--- config.mk ---
export PLATFORM = sky130hd
export DESIGN_NAME = led_blink_seq
export DESIGN_NICKNAME = d
export VERILOG_FILES = /design/src/rtl/led_blink_seq.sv
export SDC_FILE = /design/constraint.sdc
export NUM_CORES = 1
export LEC_CHECK = 0
export ABC_AREA = 1
export BUFFER_PORTS_ARGS = -buffer_cell sky130_fd_sc_hd__buf_2
export CORE_MARGIN = 2
export CORE_UTILIZATION = 45
export CTS_CLUSTER_SIZE = 16
export DETAILED_ROUTE_END_ITERATION = 7
export GPL_TIMING_DRIVEN = 0
export PLACE_DENSITY = 0.65
export SLEW_MARGIN = 20
export SYNTH_ARGS = -nofsm -noshare
export SYNTH_HDL_FRONTEND = slang
export SYNTH_SLANG_ARGS = --single-unit
--- constraint.sdc ---
create_clock -name clk -period 2.9 [get_ports clk]
set_input_delay 0.29 -clock clk [delete_from_list [all_inputs] [get_ports clk]]
set_output_delay 0.29 -clock clk [all_outputs]
set_load 0.005 [all_outputs]
--- src/rtl/led_blink_seq.sv ---
// rtl/led_blink_seq.sv - per-channel LED blink sequencer driven by one-cycle trigger pulses
// Shared millisecond prescaler feeds N independent IDLE/ON/OFF channels with active-low registered outputs.

module led_blink_tick #(
    parameter int TICK_DIV = 50_000
) (
    input  logic clk,
    input  logic rst_n,
    output logic tick
);
    localparam int PW = (TICK_DIV > 1) ? $clog2(TICK_DIV) : 1;
    localparam logic [PW-1:0] CNT_MAX = PW'(TICK_DIV - 1);
    localparam logic [PW-1:0] CNT_ONE = PW'(1);

    logic [PW-1:0] cnt;

    // Free-running: triggers never realign the tick, so the first ON phase may be short.
    always_ff @(posedge clk or negedge rst_n) begin
        if (!rst_n) begin
            cnt <= '0;
        end else if (cnt == CNT_MAX) begin
            cnt <= '0;
        end else begin
            cnt <= cnt + CNT_ONE;
        end
    end

    assign tick = (cnt == CNT_MAX);
endmodule

module led_blink_chan #(
    parameter int ON_MS  = 100,
    parameter int OFF_MS = 100,
    parameter int BLINKS = 3
) (
    input  logic clk,
    input  logic rst_n,
    input  logic tick,
    input  logic trig,
    output logic led_n,
    output logic busy
);
    localparam int PC_MAX = (ON_MS > OFF_MS) ? ON_MS : OFF_MS;
    localparam int PCW    = $clog2(PC_MAX + 1);
    localparam int BW     = $clog2(BLINKS + 1);

    localparam logic [PCW-1:0] PC_ON  = PCW'(ON_MS);
    localparam logic [PCW-1:0] PC_OFF = PCW'(OFF_MS);
    localparam logic [PCW-1:0] PC_ONE = PCW'(1);
    localparam logic [BW-1:0]  BC_LD  = BW'(BLINKS);
    localparam logic [BW-1:0]  BC_ONE = BW'(1);

    typedef enum logic [1:0] {
        S_IDLE = 2'd0,
        S_ON   = 2'd1,
        S_OFF  = 2'd2
    } state_t;

    state_t         state, state_d;
    logic [PCW-1:0] pc, pc_d;
    logic [BW-1:0]  bc, bc_d;
    logic           led_n_d;
    logic           busy_d;

    always_ff @(posedge clk or negedge rst_n) begin
        if (!rst_n) begin
            state <= S_IDLE;
            pc    <= '0;
            bc    <= '0;
            led_n <= 1'b1;
            busy  <= 1'b0;
        end else begin
            state <= state_d;
            pc    <= pc_d;
            bc    <= bc_d;
            led_n <= led_n_d;
            busy  <= busy_d;
        end
    end

    // A trigger always wins over a coincident tick: the counters load and that tick is dropped.
    always_comb begin
        state_d = state;
        pc_d    = pc;
        bc_d    = bc;
        if (trig) begin
            state_d = S_ON;
            pc_d    = PC_ON;
            bc_d    = BC_LD;
        end else begin
            case (state)
                S_ON: begin
                    if (tick) begin
                        if (pc == PC_ONE) begin
                            if (bc == BC_ONE) begin
                                state_d = S_IDLE;
                                pc_d    = '0;
                                bc_d    = '0;
                            end else begin
                                state_d = S_OFF;
                                pc_d    = PC_OFF;
                                bc_d    = bc - BC_ONE;
                            end
                        end else begin
                            pc_d = pc - PC_ONE;
                        end
                    end
                end
                S_OFF: begin
                    if (tick) begin
                        if (pc == PC_ONE) begin
                            state_d = S_ON;
                            pc_d    = PC_ON;
                        end else begin
                            pc_d = pc - PC_ONE;
                        end
                    end
                end
                default: begin
                    state_d = S_IDLE;
                end
            endcase
        end
    end

    // Outputs decode the next state so the registered pins change on the same edge as the FSM.
    always_comb begin
        led_n_d = 1'b1;
        busy_d  = 1'b0;
        case (state_d)
            S_ON: begin
                led_n_d = 1'b0;
                busy_d  = 1'b1;
            end
            S_OFF: begin
                led_n_d = 1'b1;
                busy_d  = 1'b1;
            end
            default: begin
                led_n_d = 1'b1;
                busy_d  = 1'b0;
            end
        endcase
    end
endmodule

module led_blink_seq #(
    parameter int CLK_HZ  = 50_000_000,
    parameter int TICK_HZ = 1000,
    parameter int N       = 4,
    parameter int ON_MS   = 100,
    parameter int OFF_MS  = 100,
    parameter int BLINKS  = 3
) (
    input  logic         clk,
    input  logic         rst_n,
    input  logic [N-1:0] trig,
    output logic [N-1:0] led_n,
    output logic [N-1:0] busy
);
    localparam int TICK_DIV = CLK_HZ / TICK_HZ;

    logic tick;

    led_blink_tick #(
        .TICK_DIV(TICK_DIV)
    ) u_tick (
        .clk  (clk),
        .rst_n(rst_n),
        .tick (tick)
    );

    for (genvar g = 0; g < N; g++) begin : g_chan
        led_blink_chan #(
            .ON_MS (ON_MS),
            .OFF_MS(OFF_MS),
            .BLINKS(BLINKS)
        ) u_chan (
            .clk  (clk),
            .rst_n(rst_n),
            .tick (tick),
            .trig (trig[g]),
            .led_n(led_n[g]),
            .busy (busy[g])
        );
    end
endmodule

# Word level (Yosys, flattened, before mapping)
# Cells that the tools add are included.
# W data, S select, Z words.
[totals]
in_bits = 6
ff_bits = 68
output_inout_bits = 8
[op_classes]
n_addsub = 9
reduce_logical = 28
eq_ne = 33
n_mux = 85
[ops]
columns = ["operator", "n"]
rows = [
  ["$mux W7", 24],
  ["$mux W2", 44],
  ["$pmux W7 S2", 4],
  ["$eq A7 B1 Y1 const B", 4],
  ["$sub A7 B1 Y7 const B", 4],
  ["$eq A2 B1 Y1 const B", 12],
  ["$reduce_and A3 Y1", 8],
  ["$reduce_bool A2 Y1", 12],
  ["$ne A3 B3 Y1 const B", 6],
  ["$add A16 B1 Y16 const B", 1],
  ["$eq A16 B16 Y1 const B", 1],
  ["$eq A2 B2 Y1 const B", 8],
  ["$mux W16", 1],
  ["$pmux W2 S2", 4],
  ["$reduce_bool A3 Y1", 4],
  ["$mux W1", 8],
  ["$reduce_or A2 Y1", 4],
  ["$sub A2 B1 Y2 const B", 4],
  ["$ne A3 B2 Y1 const B", 2],
]

# Longest topological paths before layout
# Gate-level depths: netlist of the first run.
[logic_depth]
depth_word = 9
mapped_depth = 11
ltp_nobuf = 11

# Hierarchy
# A second synthesis of the first run with hierarchy kept.
[hier_totals]
hier_cells = 580
area_unflattened_um2 = 4381.7
[modules_own_cells]
columns = ["module", "seq_area_each_um2", "n_inst", "area_each_um2", "cells_each"]
rows = [
  ["led_blink_chan", 326.6, 4, 875.8, 115],
  ["led_blink_tick", 400.4, 1, 878.3, 120],
]

# Worst setup path before layout of the first run
# OpenSTA, ideal clock, no wires.
[synth_path]
path_kind = "register to register"
startpoint = "register u_tick.cnt[0]"
endpoint = "register g_chan[0].u_chan.busy"
arrival_ns = 1.584
stages_incl_launch_ff = 11
setup_ns = 0.113
path_slack_ns = 1.203
cell_sequence = "dfrtp_1 -> ha_1 -> nand3_4 -> nor2_8 -> nand3_2 -> nand2_1 -> nand2_1 -> nor2_1 -> inv_1 -> ha_1 -> inv_1"
[synth_via]
elab_chain_len = 7
word_cells_on_any_way = 9
cone_classes = "eq/ne (3); mux (5); reduce/logical (1)"
[synth_rtl]
columns = ["element", "line_no", "source"]
rows = [
  ["start, declared", "15", "logic [PW-1:0] cnt;"],
  ["start signal, assigned", "24", "cnt <= cnt + CNT_ONE;"],
  ["$eq A16 B16 Y1 *", "28", "assign tick = (cnt == CNT_MAX);"],
  ["$mux W2 (on tied branches)", "110, 93", ""],
  ["$pmux W2 S2 *", "91", "case (state)"],
  ["$mux W2 *", "86", "if (trig) begin"],
  ["via g_chan[0].u_chan.state_d[1]", "59", "state_t state, state_d;"],
  ["$eq A2 B1 Y1 or $eq A2 B2 Y1 (tied branches)", "130", "case (state_d)"],
  ["$reduce_or A2 Y1 (no source line) *", "--", ""],
  ["$mux W1 *", "130", ""],
  ["via g_chan[0].u_chan.busy_d", "63", "logic busy_d;"],
  ["end signal, assigned", "77", "busy <= busy_d;"],
  ["end, declared", "41", "output logic busy"],
]
# The timed path passes the listed nets; every way through them passes the cells marked *.
# A chain may end at the register's enable or synchronous reset.

# Worst setup path in the final report of the first run
[layout_path]
startpoint = "register u_tick.cnt[0]"
endpoint = "register g_chan[2].u_chan.busy"
[layout_via]
elab_chain_len = 7
word_cells_on_any_way = 9
cone_classes = "eq/ne (3); mux (5); reduce/logical (1)"
[layout_rtl]
columns = ["element", "line_no"]
rows = [
  ["$eq A16 B16 Y1 *", "28"],
  ["$mux W2 (on tied branches)", "110, 93"],
  ["$pmux W2 S2 *", "91"],
  ["$mux W2 *", "86"],
  ["via g_chan[2].u_chan.state_d[1]", "59"],
  ["$eq A2 B1 Y1 or $eq A2 B2 Y1 (tied branches)", "130"],
  ["$reduce_or A2 Y1 (no source line) *", "--"],
  ["$mux W1 *", "130"],
  ["via g_chan[2].u_chan.busy_d", "63"],
  ["end signal, assigned", "77"],
  ["end, declared", "41"],
]
# Marked as above.

==> results.md, run 1 <==
- Port Buf Inserts: 13
- Routability Congestion: 0.8888
- HPWL after DPL: 6289 um
- Buf+Inv Stages, Crit Path: 2
- Critical path origin: u_tick.cnt[0]
- Post-synth top area share: 0.3721
- Filler cell count: 888
- Syn Std Cell Area: 4304 um2
- Iter 0 DRT Violations: 237
- Yosys warnings: 0
- Final antenna-violating net count: 0
- Rel. slew slack: 0.6976
- Fin. max-slew vios: 0
- CP delay by family, top: simple AND/OR/NAND/NOR gates
- Worst EP required: 3.15 ns
- Hold depth: 4
- Area contributors post-synth: dfrtp_1, nand2_1, inv_1
- Initial antenna violation count: 0
- # IOs: 14
- Die Ht: 101.8 um
- Starting density of the core: 0.4658
- Crit path depth: 10
- Clock Sinks: 68
- CP Max Fanout: 6
- Post-placement cell area: 4553 um2
- Slowest stage delay, CP: 0.38 ns
- CP Capture Type: flip-flop
- Final Power: 2.345 mW
- Clk root buf: clkbuf_8
- Area occupied by multi-input gates: 2142 um2
- Final hold violation count: 0
- Ant diodes: 0
- Peak supply drop: 0.0002577 V
- Core ar.: 9240 um2
- Die width: 101.8 um
- Area growth, synth to finish: 11.83%
- Final WL: 8529 um
- Tot GR Track Use: 0.1842
- Setup TNS: 0 ns
- Worst hold margin: 0.2534 ns
- Vias in the first global route: 3,495
- Period utilization: 0.6689
- F_max: 0.5155 GHz
- GRT overflow: 0
- Largest net degree at the start of global routing: 37
- TritonCTS Buffers: 9
- Critical path, cell by cell: ha_1 -> nand3_4 -> nor2_8 -> nand3_2 -> nand2_1 -> nand2_1 -> nor2_1 -> inv_1 -> ha_1 -> inv_1
- Worst Reg-to-Reg Cells: 10
- RSZ-0062 raised after global routing: no
- Residual DRC: 0
- Least-Margin Pin Slew: 0.4536 ns
- Nets@finish: 628
- LEAKAGE: 2.583 nW
- Startpoint Class: flip-flop
- Worst Path Arrival: 2.19 ns
- Via count: 3,602
- Reg2reg start: u_tick.cnt[0]
- Syn Nets: 602
- Crit path kind: reg2reg
- Synth Instances: 571
- Fraction of layout cells with a size suffix above 1: 0.1329
- Min-Delay Path Class: in2reg
- Avg WL per Cell: 11.67 um
- Clock slew at reported path FFs: 0.07 ns
- Global-route wire length before repair: 15,250 um
- Vias/cell: 4.927
- Reg area: 1707 um2
- Skew final: 0.006401 ns
- CTS tree: yes
- Clk buf depth: 2
- Yosys reg bits: 68
- Final Instance Area: 4813 um2
- Minimum clock period: 1.940 ns
- Post-synthesis sequential area ratio: 0.3965
- # resized after CTS: 0
- Iteration count of the initial detailed-routing pass: 4
- Max-Cap Viols: 0
- DIE AREA: 10,360 um2
- Post-CTS Setup Inserts: 0
- Core Util, Final: 0.5209
- Clock Latency Late Sink: 0.35 ns
- # rows: 35
- Avg Cell Area, Syn: 7.538 um2
- CTS H-Tree Depth: 3
- Synth area leader: dfrtp_1
- Slowest cell on crit path: dfrtp_1
- Distinct cells, synth: 30
- Final Setup Violations: 0
- Status: finished clean
- Hold Crit Start: trig[0]
- Pwr per Cell Area: 487.2 nW/um2
routing by layer:
layer / vias up / GRT usage / share of wire / routed length, um
met3: 15 / 0.03865 / 0.034 / 293
met2: 58 / 0.3011 / 0.47 / 4029
met5: - / 0 / 0 / 0
met4: 0 / 0.06757 / 0.015 / 131
li1: 1849 / - / - / -
met1: 1680 / 0.2413 / 0.48 / 4074
power breakdown:
part / internal (mW) / switching, mW / total (mW) / leakage, nW
Clock: 0.617 / 0.364 / 0.981 / 0.127
Combinational: 0.126 / 0.197 / 0.323 / 1.65
Sequential: 0.999 / 0.0414 / 1.04 / 0.801
sequential cells by signal, summed over array words and instances (netlist names):
| signal | flops |
|---|---|
| g_chan.u_chan.busy | 4 |
| g_chan.u_chan.pc | 28 |
| g_chan.u_chan.state | 8 |
| u_tick.cnt | 16 |
| g_chan.u_chan.bc | 8 |
| g_chan.u_chan.led_n | 4 |
synthesized netlist by cell type, drive strengths merged:
cell type	count
nor2	63
nand3b	2
nand4	13
dfstp	4
xor2	14
nand3	64
buf	9
dfrtp	64
clkinv	1
nand2	153
ha	25
nor3	15
inv	97
or2	2
o211ai	1
o21ai	24
clkbuf	3
xnor2	4
nor3b	2
a21oi	11
cell type report:
| class | count | area share |
|---|---|---|
| Clock buffer | 12 | 0.03223 |
| Clock inverter | 4 | 0.01976 |
| Timing Repair Buffer | 15 | 0.02028 |
| Sequential cell | 68 | 0.3546 |
| Buffer | 12 | 0.01716 |
| Multi-Input combinational cell | 393 | 0.4450 |
| Tap cell | 129 | 0.03353 |
| Inverter | 98 | 0.07746 |
worst paths after layout:
path                                                to  slack (ns)
min in group asynchronous       g_chan[1].u_chan.pc[3]        0.42
worst min register to register           u_tick.cnt[0]        0.48
max in group asynchronous       g_chan[2].u_chan.led_n        1.89
worst max-delay path             g_chan[2].u_chan.busy        0.96
worst max register to register   g_chan[2].u_chan.busy        0.96
worst min-delay path            g_chan[0].u_chan.pc[1]        0.25
stage by stage:
step	std cells	setup WS [ns]
final	731	0.9601
after global routing	731	0.7165
after CTS	731	0.9389
after detailed placement	714	0.9446
after global placement	713	1.014
after floorplan	571	1.203
logic make-up (layout without fill, tap and decap cells):
kind of cell             Yosys count  count (layout)  synth area share
XOR/XNOR                          18              18           0.03663
adder cells (fa/ha/maj)           25              25           0.07267
AND/OR/NAND/NOR                  314             314            0.3451
AO/OA/AOI/OAI                     36              36           0.04331
buffers and inverters            110             141            0.1058
flip-flops                        68              68            0.3965
cells in the final DEF, fill, tap and decap left out, types with 2 or more instances in the layout:
cell       synthesis  final
nand2_1          142    142
inv_1             93     93
dfrtp_1           64     64
nand3_1           56     56
nor2_1            52     52
ha_1              25     25
o21ai_0           17     17
nor3_1            15     15
xor2_1            14     14
nand4_1           13     13
buf_2              0     12
a21oi_1           11     11
clkbuf_8           0     11
nor2_2             9      9
buf_4              8      9
nand3_2            7      7
nand2_2            6      6
o21ai_1            6      6
nand2_4            5      5
inv_2              4      4
clkbuf_1           3      4
xnor2_1            4      4
dfstp_2            4      4
bufinv_16          0      3
nor2_8             2      2
nor3b_1            2      2
nand3b_1           2      2
or2_2              2      2
what timing repair did:
item	CTS	global route
endpoints found under the setup margin	0	0
hold buffers	1	0
hold endpoints to repair	30	0
worst register-to-register path, cell delays in order, from the launching register on:
cell	delay (ns)
dfrtp_1	0.38
ha_1	0.28
nand3_4	0.17
nor2_8	0.24
nand3_2	0.13
nand2_1	0.08
nand2_1	0.05
nor2_1	0.15
inv_1	0.06
ha_1	0.27
inv_1	0.04
Power figures use the tool's default switching activity.
==> run 2: changes to the inputs <==
--- a/config.mk
+++ b/config.mk
@@ -12,7 +12,7 @@
 export CTS_CLUSTER_SIZE = 16
 export DETAILED_ROUTE_END_ITERATION = 7
 export GPL_TIMING_DRIVEN = 0
-export PLACE_DENSITY = 0.65
+export PLACE_DENSITY = 0.67
 export SLEW_MARGIN = 20
 export SYNTH_ARGS = -nofsm -noshare
 export SYNTH_HDL_FRONTEND = slang
==> constraint.sdc (replaced) <==
create_clock -name clk -period 1.7 [get_ports clk]
set_input_delay 0.17 -clock clk [delete_from_list [all_inputs] [get_ports clk]]
set_output_delay 0.17 -clock clk [all_outputs]
set_load 0.005 [all_outputs]
==> run 2 against run 1 <==
Effect of this change:
- the run now ends with setup timing left
- first-iteration DRC count fell by 30%
- non-clock buffer count rose by 22
- hold slack got worse by 0.11 ns
- utilization rose by 3.2 points
- largest power group unchanged
==> results.md, run 2 (synthesis results as in run 1) <==
- Status: finished, violations left
- Failing checks: setup timing
- Die width: 101.8 um
- Vias/cell: 4.993
- Clk root buf: clkbuf_8
- Least-Margin Pin Slew: 0.4617 ns
- Leading registers by flop count: g_chan.u_chan.pc: 28 flops, u_tick.cnt: 16 flops
- Clk buf depth: 2
- Die Ht: 101.8 um
- Starting density of the core: 0.4658
- # IOs: 14
- Reg area: 1707 um2
- GRT overflow: 0
- Clock slew at reported path FFs: 0.07 ns
- Final WS setup: -0.07954 ns
- Port Buf Inserts: 13
- Filler cell count: 840
- Clock Latency Late Sink: 0.35 ns
- Worst Path Arrival: 2.03 ns
- Ant diodes: 0
- Pwr per Cell Area: 772.6 nW/um2
- Commonest cells after routing, fill and taps aside: nand2_1, inv_1, dfrtp_1
- Residual DRC: 0
- CP Max Fanout: 6
- CP Capture Type: flip-flop
- Core ar.: 9240 um2
- Worst EP required: 1.95 ns
- Final antenna-violating net count: 0
- TritonCTS Buffers: 9
- DIE AREA: 10,360 um2
- Clock Sinks: 68
- F_max: 0.5619 GHz
- Most flops, register: g_chan.u_chan.pc
- Iter 0 DRT Violations: 165
- Fraction of layout cells with a size suffix above 1: 0.2019
- Global-route wire length before repair: 15,660 um
- LEAKAGE: 2.714 nW
- Nets@finish: 650
- CTS tree: yes
- Dpl ws: -0.2330 ns
- Avg WL per Cell: 12.15 um
- Post-Layout Cell Count: 753
- Final Setup Violations: 8
- Rel. slew slack: 0.6922
- Final Instance Area: 5106 um2
- Min-Delay Path Class: in2reg
- Vias in the first global route: 3,532
- RSZ-0062 raised after global routing: yes
- HPWL after DPL: 6277 um
- Minimum clock period: 1.780 ns
- Worst hold margin: 0.1442 ns
- Largest net degree at the start of global routing: 46
- Period utilization: 1.047
- Most common cell after layout, fill and taps aside: nand2_1
- Startpoint Class: flip-flop
- Max-Cap Viols: 0
- Post-placement cell area: 4561 um2
- Routability Congestion: 0.8951
- # rows: 35
- Inst Count DP: 714
- Area occupied by multi-input gates: 2278 um2
- Fin. max-slew vios: 0
- Peak supply drop: 0.0005011 V
- Max FFs per register: 28
- Tot GR Track Use: 0.1899
- Final WL: 9148 um
- Crit path kind: reg2reg
- CTS H-Tree Depth: 3
- Final hold violation count: 0
- Core Util, Final: 0.5526
- Initial antenna violation count: 0
- Via count: 3,760
- Area growth, synth to finish: 18.63%
- Iteration count of the initial detailed-routing pass: 6
- Skew final: 0.01387 ns
## run 2: stage by stage
step	power, mW	setup TNS (ns)
2_1_floorplan	2.213	0
3_3_place_gp	2.330	-0.8632
3_5_place_dp	2.358	-1.223
4_1_cts	3.983	-0.05281
5_1_grt	4.171	-2.394
6_report	3.945	-0.3418
## run 2: critical path, stage by stage, from the launching register on
cell	delay (ns)
dfrtp_1	0.39
ha_4	0.17
nand3_4	0.14
nor2_8	0.25
nand3_4	0.10
nand2_1	0.08
nand2_1	0.06
nor2_2	0.13
inv_1	0.07
ha_1	0.26
inv_1	0.03
## run 2: final timing paths
path / slack [ns] / depth (start not counted) / start / end
worst max-delay path: -0.08 / 10 / u_tick.cnt[0] / g_chan[0].u_chan.busy
max in group asynchronous: 0.85 / 3 / rst_n / g_chan[3].u_chan.led_n
worst min register to register: 0.48 / 2 / g_chan[2].u_chan.bc[1] / g_chan[2].u_chan.bc[1]
min in group asynchronous: 0.25 / 2 / rst_n / g_chan[1].u_chan.pc[3]
worst min-delay path: 0.14 / 4 / trig[0] / g_chan[0].u_chan.pc[1]
worst max register to register: -0.08 / 10 / u_tick.cnt[0] / g_chan[0].u_chan.busy
## run 2: cell type report
cell class / instances / area share
clock inverters: 5 / 0.01960
repair buffers: 37 / 0.05293
multi-input cells: 393 / 0.4462
flip-flops and latches: 68 / 0.3342
plain buffers: 12 / 0.01617
well taps: 129 / 0.03161
clock buffers: 11 / 0.02573
inverters: 98 / 0.07351
## run 2: report_power, final
part / leakage [nW] / total (mW) / internal, mW / switching, mW
clock: 0.117 / 1.58 / 0.971 / 0.610
sequential: 0.801 / 1.77 / 1.71 / 0.0678
combinational: 1.80 / 0.591 / 0.227 / 0.364
total: 2.71 / 3.94 / 2.90 / 1.04
## run 2: what timing repair did
item | CTS | global route
gates cloned | 0 | 1
gates resized for setup | 25 | 13
buffers inserted | 16 | 5
endpoints found under the hold margin | 23 | 0
hold buffers | 1 | 0
setup endpoints to repair | 9 | 13
pin swaps | 13 | 6
## run 2: per-layer routing
metal / GRT usage / part of all wire / vias to the layer above
met5: 0 / 0 / -
met4: 0.04990 / 0.013 / 0
met3: 0.04969 / 0.043 / 13
met2: 0.3178 / 0.48 / 83
met1: 0.2442 / 0.46 / 1778
li1: - / - / 1886
